<file path="src/rtl/regfile_mp_sb.sv">
// Multi-ported register file with a per-register pending-write scoreboard and pending count.
// Latency: reads and rd_busy are combinational (0 cycles); writes, pend and busy_cnt update at the edge.
// Backpressure: none; every write and issue presented is accepted in the cycle it is presented.
module regfile_mp_sb #(
    parameter int XLEN   = 32,
    parameter int NREGS  = 32,
    parameter int NRD    = 2,
    parameter int NWR    = 2,
    parameter int BYPASS = 1,
    localparam int AW    = $clog2(NREGS)
) (
    input  logic                clk,
    input  logic                res,
    input  logic [NWR-1:0]      wr_en,
    input  logic [NWR*AW-1:0]   wr_addr,
    input  logic [NWR*XLEN-1:0] wr_data,
    input  logic [NRD*AW-1:0]   rd_addr,
    output logic [NRD*XLEN-1:0] rd_data,
    output logic [NRD-1:0]      rd_busy,
    input  logic                iss_en,
    input  logic [AW-1:0]       iss_addr,
    output logic [AW:0]         busy_cnt
);

    logic [XLEN-1:0]  regs [NREGS];
    logic [NREGS-1:0] pend;
    logic [NREGS-1:0] pend_set;
    logic [NREGS-1:0] pend_clr;
    logic [NREGS-1:0] pend_nxt;
    logic [NWR-1:0]   wr_act;
    logic [AW:0]      cnt_inc;
    logic [AW:0]      cnt_dec;

    // A write is live only for a non-zero address outside reset; x0 stays hardwired to zero.
    always_comb begin
        wr_act = '0;
        for (int p = 0; p < NWR; p++) begin
            wr_act[p] = wr_en[p] && (wr_addr[p*AW +: AW] != '0) && !res;
        end
    end

    always_comb begin
        pend_set = '0;
        pend_clr = '0;
        cnt_dec  = '0;
        for (int p = 0; p < NWR; p++) begin
            if (wr_act[p]) begin
                pend_clr[wr_addr[p*AW +: AW]] = 1'b1;
            end
        end
        if (iss_en && (iss_addr != '0) && !res) begin
            pend_set[iss_addr] = 1'b1;
        end
        // A set of the same address overrides its clear in the same cycle.
        pend_nxt = (pend & ~pend_clr) | pend_set;
        cnt_inc  = {{AW{1'b0}}, |(pend_set & ~pend)};
        for (int i = 0; i < NREGS; i++) begin
            cnt_dec = cnt_dec + {{AW{1'b0}}, pend[i] & pend_clr[i] & ~pend_set[i]};
        end
    end

    always_ff @(posedge clk) begin
        if (res) begin
            for (int i = 0; i < NREGS; i++) begin
                regs[i] <= '0;
            end
            pend     <= '0;
            busy_cnt <= '0;
        end else begin
            // Later ports are assigned last, so the highest port index wins on a collision.
            for (int p = 0; p < NWR; p++) begin
                if (wr_act[p]) begin
                    regs[wr_addr[p*AW +: AW]] <= wr_data[p*XLEN +: XLEN];
                end
            end
            pend     <= pend_nxt;
            busy_cnt <= busy_cnt + cnt_inc - cnt_dec;
        end
    end

    always_comb begin
        rd_data = '0;
        rd_busy = '0;
        for (int r = 0; r < NRD; r++) begin
            rd_data[r*XLEN +: XLEN] = regs[rd_addr[r*AW +: AW]];
            rd_busy[r]              = pend[rd_addr[r*AW +: AW]];
            if (BYPASS != 0) begin
                for (int p = 0; p < NWR; p++) begin
                    if (wr_act[p] && (wr_addr[p*AW +: AW] == rd_addr[r*AW +: AW])) begin
                        rd_data[r*XLEN +: XLEN] = wr_data[p*XLEN +: XLEN];
                        rd_busy[r]              = 1'b0;
                    end
                end
            end
        end
    end

endmodule

</file>
<file path="config.mk">
export PLATFORM = sky130hd
export DESIGN_NAME = regfile_mp_sb
export DESIGN_NICKNAME = d
export VERILOG_FILES = /design/src/rtl/regfile_mp_sb.sv
export SDC_FILE = /design/constraint.sdc
export NUM_CORES = 2
export LEC_CHECK = 0
export CORE_AREA = 5 5 426 386
export DETAILED_ROUTE_END_ITERATION = 6
export DIE_AREA = 0 0 431 391
export PLACE_DENSITY = 0.55
export SLEW_MARGIN = 20
export SYNTH_ARGS = -nofsm -noshare
export SYNTH_HDL_FRONTEND = slang
export SYNTH_SLANG_ARGS = --single-unit
</file>
<file path="constraint.sdc">
create_clock -name clk -period 10.15 [get_ports clk]
set_input_delay 2.03 -clock clk [delete_from_list [all_inputs] [get_ports clk]]
set_output_delay 2.03 -clock clk [all_outputs]
set_load 0.005 [all_outputs]
</file>
[After elaboration in Yosys (flattened, before gate mapping)]
Memories as Yosys holds them, arrays and structs flattened.
Cells that the tools add are included.
Operators by class
  magnitude comparators: 8
  reduce and logical (&&, ||, !) cells: 20
  shift operators: 0
  bitwise gates (word level): 102
  multiplexer cells: 35
  equality and inequality tests: 4
  $mul: 0
  $add $sub $neg: 33
  divide/modulo/power cells: 0
Operator list (count)
  two-way mux 32 bit: 9
  adder 6 x 1 -> 6 bit: 27
  OR reduction 32 bit: 3
  AND 1 bit: 64
  AND 32 bit: 2
  inverter 32 bit: 2
  bitwise OR 32 bit: 2
  inverter 1 bit: 32
  less-than comparator 5 x 6 -> 1 bit, second input constant: 5
  equality test 5 bit: 4
  two-way mux 1 bit: 19
  demux 1 bit (select 5 bit): 3
  greater-or-equal comparator 5 x 1 -> 1 bit, second input constant: 3
  nonzero test 5 bit: 3
  logical AND 1 bit: 13
  binary-select mux 1 bit (select 5 bit): 2
  two-way mux 5 bit: 2
  adder 5 x 1 -> 6 bit: 1
  subtractor 6 bit: 1
  adder 4 x 1 -> 5 bit: 1
  adder 3 x 1 -> 4 bit: 1
  adder 2 x 1 -> 3 bit: 1
  adder 1 x 1 -> 2 bit: 1
  zero test 1 bit: 1
Storage, ports and cells
  logic and storage cells: 205
  register bits after elaboration: 38
  memories: 1
  bits in read-only memories: 0
  latch bits: 0
  RAM bits: 1024
  bits of input ports: 94
Memory list
  regs: depth 32, width 32, rd ports 2, clocked after Yosys merged registers in 0, write ports 32, RTL line 25  | logic [XLEN-1:0] regs [NREGS];

[Longest topological paths before layout]
  depth in word-level cells: 41
  gate-level depth with buffers: 27

[Least setup slack after synthesis]
OpenSTA, ideal clock, no wires.
  path kind: input -> register
  start point: in iss_addr[3]
  end point: reg busy_cnt[5]
  setup time: 128 ps
  arrival: 7859 ps
  path slack: 2163 ps
  cell stages on the path: 21
  path through: clkbuf_1 -> nor3_1 -> nor4_1 -> nand2_1 -> and3_1 -> fa_1 -> ha_1 -> inv_1 -> fa_1 -> inv_1 -> fa_1 -> fa_1 -> fa_1 -> fa_1 -> fa_1 -> inv_1 -> ha_1 -> a21o_1 -> a21oi_1 -> xnor2_1 -> nor2_1
Between the ends
  longest elaborated chain between the ends: 39
  elaborated cells between the ends (all ways): 108
RTL lines
  start, declared: RTL line 21  | input logic [AW-1:0] iss_addr,
  less-than comparator 5 x 6 -> 1 bit (not written as such) / greater-or-equal comparator 5 x 1 -> 1 bit (equally long branches): RTL line 52  | pend_set[iss_addr] = 1'b1;
  logical AND 1 bit (not written as such): RTL line 52
  two-way mux 1 bit (not written as such): RTL line 52
  demux 1 bit (select 5 bit): RTL line 52
  two-way mux 32 bit *: RTL line 51  | if (iss_en && (iss_addr != '0) && !res) begin
  inverter 1 bit: RTL line 58  | cnt_dec = cnt_dec + {{AW{1'b0}}, pend[i] & pend_clr[i] & ~pend_set[i]};
  AND 1 bit: RTL line 58
  adder 1 x 1 -> 2 bit: RTL line 58
  adder 2 x 1 -> 3 bit: RTL line 58
  adder 3 x 1 -> 4 bit: RTL line 58
  adder 4 x 1 -> 5 bit: RTL line 58
  adder 5 x 1 -> 6 bit: RTL line 58
  adder 6 x 1 -> 6 bit (26 in a row): RTL line 58
  subtractor 6 bit *: RTL line 77  | busy_cnt <= busy_cnt + cnt_inc - cnt_dec;
  end signal, assigned: RTL line 77
  end, declared: RTL line 22  | output logic [AW:0] busy_cnt
Every way passes the cells marked *; elsewhere a longest branch is shown, timed or not.
A chain may end at the register's enable or synchronous reset.

[Worst setup path after layout]
  start point: in wr_addr[2]
  end point: reg busy_cnt[5]
Between the ends
  longest elaborated chain between the ends: 41
  elaborated cells between the ends (all ways): 107
RTL lines
  start, declared: RTL line 15  | input logic [NWR*AW-1:0] wr_addr,
  less-than comparator 5 x 6 -> 1 bit (not written as such) / greater-or-equal comparator 5 x 1 -> 1 bit (equally long branches): RTL line 48  | pend_clr[wr_addr[p*AW +: AW]] = 1'b1;
  logical AND 1 bit (not written as such): RTL line 48
  two-way mux 1 bit (not written as such): RTL line 48
  demux 1 bit (select 5 bit): RTL line 48
  two-way mux 32 bit *: RTL line 47  | if (wr_act[p]) begin
  bitwise OR 32 bit (no line)
  two-way mux 32 bit *: RTL line 47
  AND 1 bit (2 in a row): RTL line 58
  adder 1 x 1 -> 2 bit: RTL line 58
  adder 2 x 1 -> 3 bit: RTL line 58
  adder 3 x 1 -> 4 bit: RTL line 58
  adder 4 x 1 -> 5 bit: RTL line 58
  adder 5 x 1 -> 6 bit: RTL line 58
  adder 6 x 1 -> 6 bit (25 in a row): RTL line 58
  adder 6 x 1 -> 6 bit *: RTL line 58
  subtractor 6 bit *: RTL line 77
Marks and branches as above.

==> metrics.yaml <==
die:
  std_cell_rows: 139
  start_util_pct: 39.8
  die_x_um: 431
  coreArea_um2: 159000
  ios: 166
  die_area_um2: 169000
  die_height_um: 391
synth:
  post-synth-top-area-cell: "sky130_fd_sc_hd__edfxtp_1"
  yosysWarnings: 0
  synth.ff_latch_count: 1062
  syn_area_per_cell_um2: 14.6
  synth_seq_area_share_pct: 49.7
  synth_top_flop_cell: "sky130_fd_sc_hd__edfxtp_1"
  synth-async-reset-ratio_pct: 0
  post-synth-top-area-fraction_pct: 48.5
  post_synth_main_area_contributors: "sky130_fd_sc_hd__edfxtp_1 (49%), sky130_fd_sc_hd__mux4_2 (21%), sky130_fd_sc_hd__a22o_1 (14%)"
  netlist_area_um2: 63400
  synth-edff-count: 1024
  netlist_instances: 4352
  netlist_cell_types: 66
sta:
  period_share_pct: 82.1
  maxSlewHeadroom_pct: 7.78
  setup_violations: 0
  clock_skew_ps: 13.6
  final_max_slew_viol_count: 0
  setup_repair_after_global_routing_missed_its_margin: "no"
  finalHoldViolations: 0
  min_tclk_post_route_ps: 8330
  fmax_mhz: 120
  timing_worst_slew_pin_value_ps: 1350
  setup_total_negative_slack_ps: 0
grt:
  antenna_found_initial: 9
  grtUsageTotal_pct: 34.9
  maximum_number_of_pins_on_one_net_before_global_route_repair: 105
  wire_length_of_the_first_global_routing_pass_um: 406000
  grt_remaining_overflow: 0
  first_global_vias: 47300
final_layout:
  fin_util_pct: 44.7
  flow.area_growth_from_synthesis_pct: 12.3
  fin_nets: 4380
  final_area_um2: 71200
  post_route_cells_drive_above_1_share_pct: 26.5
critical_path:
  timing.critical_path.mode_cell: "sky130_fd_sc_hd__fa_1"
  timing.critical_path.max_delay_family: "adder cells"
  worstSetupStartpoint: "wr_addr[2]"
  timing.critical_path.from_type: "input port"
  crit_path_max_fanout: 10
  crit-reg2reg-launch: "pend[3]"
  path_buf_inv: 3
  setup.worst_path.end_class: "register"
  slowest_stage: "sky130_fd_sc_hd__clkdlybuf4s50_1"
  cp_cell_sequence: "clkdlybuf4s50_1 > or3_1 > nand4bb_1 > o22ai_1 > nand3_1 > fa_1 > ha_1 > fa_1 > inv_1 > fa_1 > fa_1 > fa_1 > fa_1 > fa_1 > inv_1 > ha_1 > a21o_1 > a21oi_1 > xnor2_1 > nor2_1"
  cp_data_arrival_time_ps: 8920
  crit_type: "input port to register"
  longest_individual_stage_delay_on_the_worst_path_ps: 740
  required_ps: 10740
clock_network:
  cts_tree: "done"
  clock_tree.buffer_depth: 3
  post-cts-setup-buffers: 0
  clk-insertion-delay-late_ps: 740
  cts.hold.buffers_added: 0
  cts_htree_levels: 3
  clk_pin_slew_ps: 60
  post_cts_resized: 0
  cts-root-buf: "sky130_fd_sc_hd__clkbuf_16"
  clkSinkCount: 1062
  cts-buffers-inserted: 119
place:
  place.detailed.hpwl_um: 162000
  routability_driven_placement_congestion_ratio: 0.945
  portBuffers: 165
  placement.cell_area_um2: 67300
pwr:
  internal_cell_power_mw: 8.33
  clock_power_share_pct: 38.2
  switching_share_pct: 27.7
  net-switching-power_mw: 3.19
  combPwrFrac_pct: 16.5
  seqPwrFrac_pct: 45.3
  p_leak_nw: 24.2
  peakVddDrop_uv: 140
  power.density_cell_area_nw_per_um2: 162
detailed_routing:
  postRouteWirelength_um: 302000
  post-route-drc-count: 0
  vias_per_cell: 7.60
  antenna_violating_nets_post_route: 0
  total_via_count_after_detailed_routing: 49000
  routed_wire_length_per_instance_um: 46.8
  dr.first_iter.drc_count: 8205
  drt_pre_antenna_iters: 7
worst_hold_path:
  hold_path_startpoint: "pend[0]"
  min-delay-path-class: "register to register"
outcome:
  status: "completed"
run:
  maxCapViolations: 0
[worst register-to-register path: stages (launching register included)]
cell	delay [ps]
sky130_fd_sc_hd__dfxtp_1	380
sky130_fd_sc_hd__o211a_1	160
sky130_fd_sc_hd__fa_1	550
sky130_fd_sc_hd__inv_1	70
sky130_fd_sc_hd__ha_1	220
sky130_fd_sc_hd__fa_1	510
sky130_fd_sc_hd__inv_1	50
sky130_fd_sc_hd__fa_1	390
sky130_fd_sc_hd__fa_1	550
sky130_fd_sc_hd__fa_1	440
sky130_fd_sc_hd__fa_1	410
sky130_fd_sc_hd__fa_1	560
sky130_fd_sc_hd__inv_1	60
sky130_fd_sc_hd__ha_1	260
sky130_fd_sc_hd__a21o_1	170
sky130_fd_sc_hd__a21oi_1	180
sky130_fd_sc_hd__xnor2_1	140
sky130_fd_sc_hd__nor2_1	50
[per-layer routing]
layer | up-vias | share of wire [%] | global-route usage (%)
li1 | 17900 | - | -
met1 | 25100 | 35 | 43.7
met2 | 4733 | 42 | 50.7
met3 | 1245 | 14 | 12.3
met4 | 4 | 8.5 | 24.4
met5 | - | 0.0086 | 0.113
[stage by stage]
step                cells  total power, mW  hold slack [ps]  setup WS, ps
finish               6447             11.5              495          1820
global route         6443             11.8              499          1620
detailed placement   6220             7.15              471          1210
CTS                  6440             11.5              482          1960
global placement     6220             7.12              469          1310
floorplan            4383             6.35              451          2160
[cell families after synthesis]
group,after synthesis,synth area share [%]
other,2,0.0118
buffers and inverters,779,5.04
and+or+nand+nor,429,3.44
AOI/OAI and AO/OA,1275,17.0
DFF,1062,49.7
adders and majority gates,60,1.53
muxes,720,23.0
xor gates and xnor gates,25,0.345
[cell usage in the layout (no fill, tap or decap), types with 18 or more instances in the layout]
master,instances
sky130_fd_sc_hd__edfxtp_1,1024
sky130_fd_sc_hd__a22o_1,998
sky130_fd_sc_hd__mux4_2,585
sky130_fd_sc_hd__buf_4,232
sky130_fd_sc_hd__clkdlybuf4s50_1,149
sky130_fd_sc_hd__clkbuf_16,120
sky130_fd_sc_hd__nand2_1,108
sky130_fd_sc_hd__mux2i_1,102
sky130_fd_sc_hd__inv_1,99
sky130_fd_sc_hd__o21ai_0,80
sky130_fd_sc_hd__nor3_1,52
sky130_fd_sc_hd__nor2_1,51
sky130_fd_sc_hd__a221o_1,47
sky130_fd_sc_hd__dfxtp_1,38
sky130_fd_sc_hd__clkinv_1,34
sky130_fd_sc_hd__mux2_2,33
sky130_fd_sc_hd__conb_1,33
sky130_fd_sc_hd__nor2_4,32
sky130_fd_sc_hd__nor3_2,32
sky130_fd_sc_hd__o22ai_1,32
sky130_fd_sc_hd__ha_1,31
sky130_fd_sc_hd__fa_1,29
sky130_fd_sc_hd__and3_1,26
sky130_fd_sc_hd__or3_2,24
sky130_fd_sc_hd__nor2b_1,23
sky130_fd_sc_hd__a21oi_1,22
sky130_fd_sc_hd__clkbuf_1,21
sky130_fd_sc_hd__clkinv_2,20
sky130_fd_sc_hd__o211a_1,19
sky130_fd_sc_hd__a211oi_1,18
[cell type report]
class                           instances  area (um^2)
Fill cell                           13900        88000
Tap cell                             2115         2650
Antenna cell                            7         17.5
Clock buffer                          144         3120
Multi-Input combinational cell       2542        29300
Timing Repair Buffer                  400         3500
Sequential cell                      1062        31500
Clock inverter                         76          708
Inverter                              101          379
[final timing paths]
check | end | slack (ps) | cells past startpoint
worst max-delay path | busy_cnt[5] | 1820 | 20
worst min-delay path | pend[0] | 490 | 1
worst max register to register | busy_cnt[5] | 4840 | 17
worst min register to register | pend[0] | 490 | 1
[cells in the mapped netlist (19+ instances only)]
cell type                     n
sky130_fd_sc_hd__edfxtp_1  1024
sky130_fd_sc_hd__a22o_1     998
sky130_fd_sc_hd__mux4_2     585
sky130_fd_sc_hd__clkbuf_1   493
sky130_fd_sc_hd__nand2_1    108
sky130_fd_sc_hd__mux2i_1    102
sky130_fd_sc_hd__inv_1       99
sky130_fd_sc_hd__buf_1       85
sky130_fd_sc_hd__nor3_1      84
sky130_fd_sc_hd__nor2_1      82
sky130_fd_sc_hd__o21ai_0     80
sky130_fd_sc_hd__buf_2       61
sky130_fd_sc_hd__a221o_1     47
sky130_fd_sc_hd__dfxtp_1     38
sky130_fd_sc_hd__mux2_2      33
sky130_fd_sc_hd__o22ai_1     32
sky130_fd_sc_hd__ha_1        31
sky130_fd_sc_hd__fa_1        29
sky130_fd_sc_hd__or3_1       27
sky130_fd_sc_hd__and3_1      26
sky130_fd_sc_hd__buf_4       25
sky130_fd_sc_hd__nor2b_1     24
sky130_fd_sc_hd__a21oi_1     22
sky130_fd_sc_hd__o211a_1     19
[registers in the layout (all words and copies together), names as in the netlist]
name and count:
pend 32, busy_cnt 6, regs 1024
[power by group through the flow]
stage | clock, mW | combinational [mW] | sequential (mW)
after floorplan | 0 | 1.11 | 5.24
after global placement | 0 | 1.84 | 5.28
after detailed placement | 0 | 1.85 | 5.30
after CTS | 4.39 | 1.86 | 5.21
after global routing | 4.58 | 1.95 | 5.23
final | 4.39 | 1.90 | 5.21
Note: power is estimated with default switching activity, not from simulation.
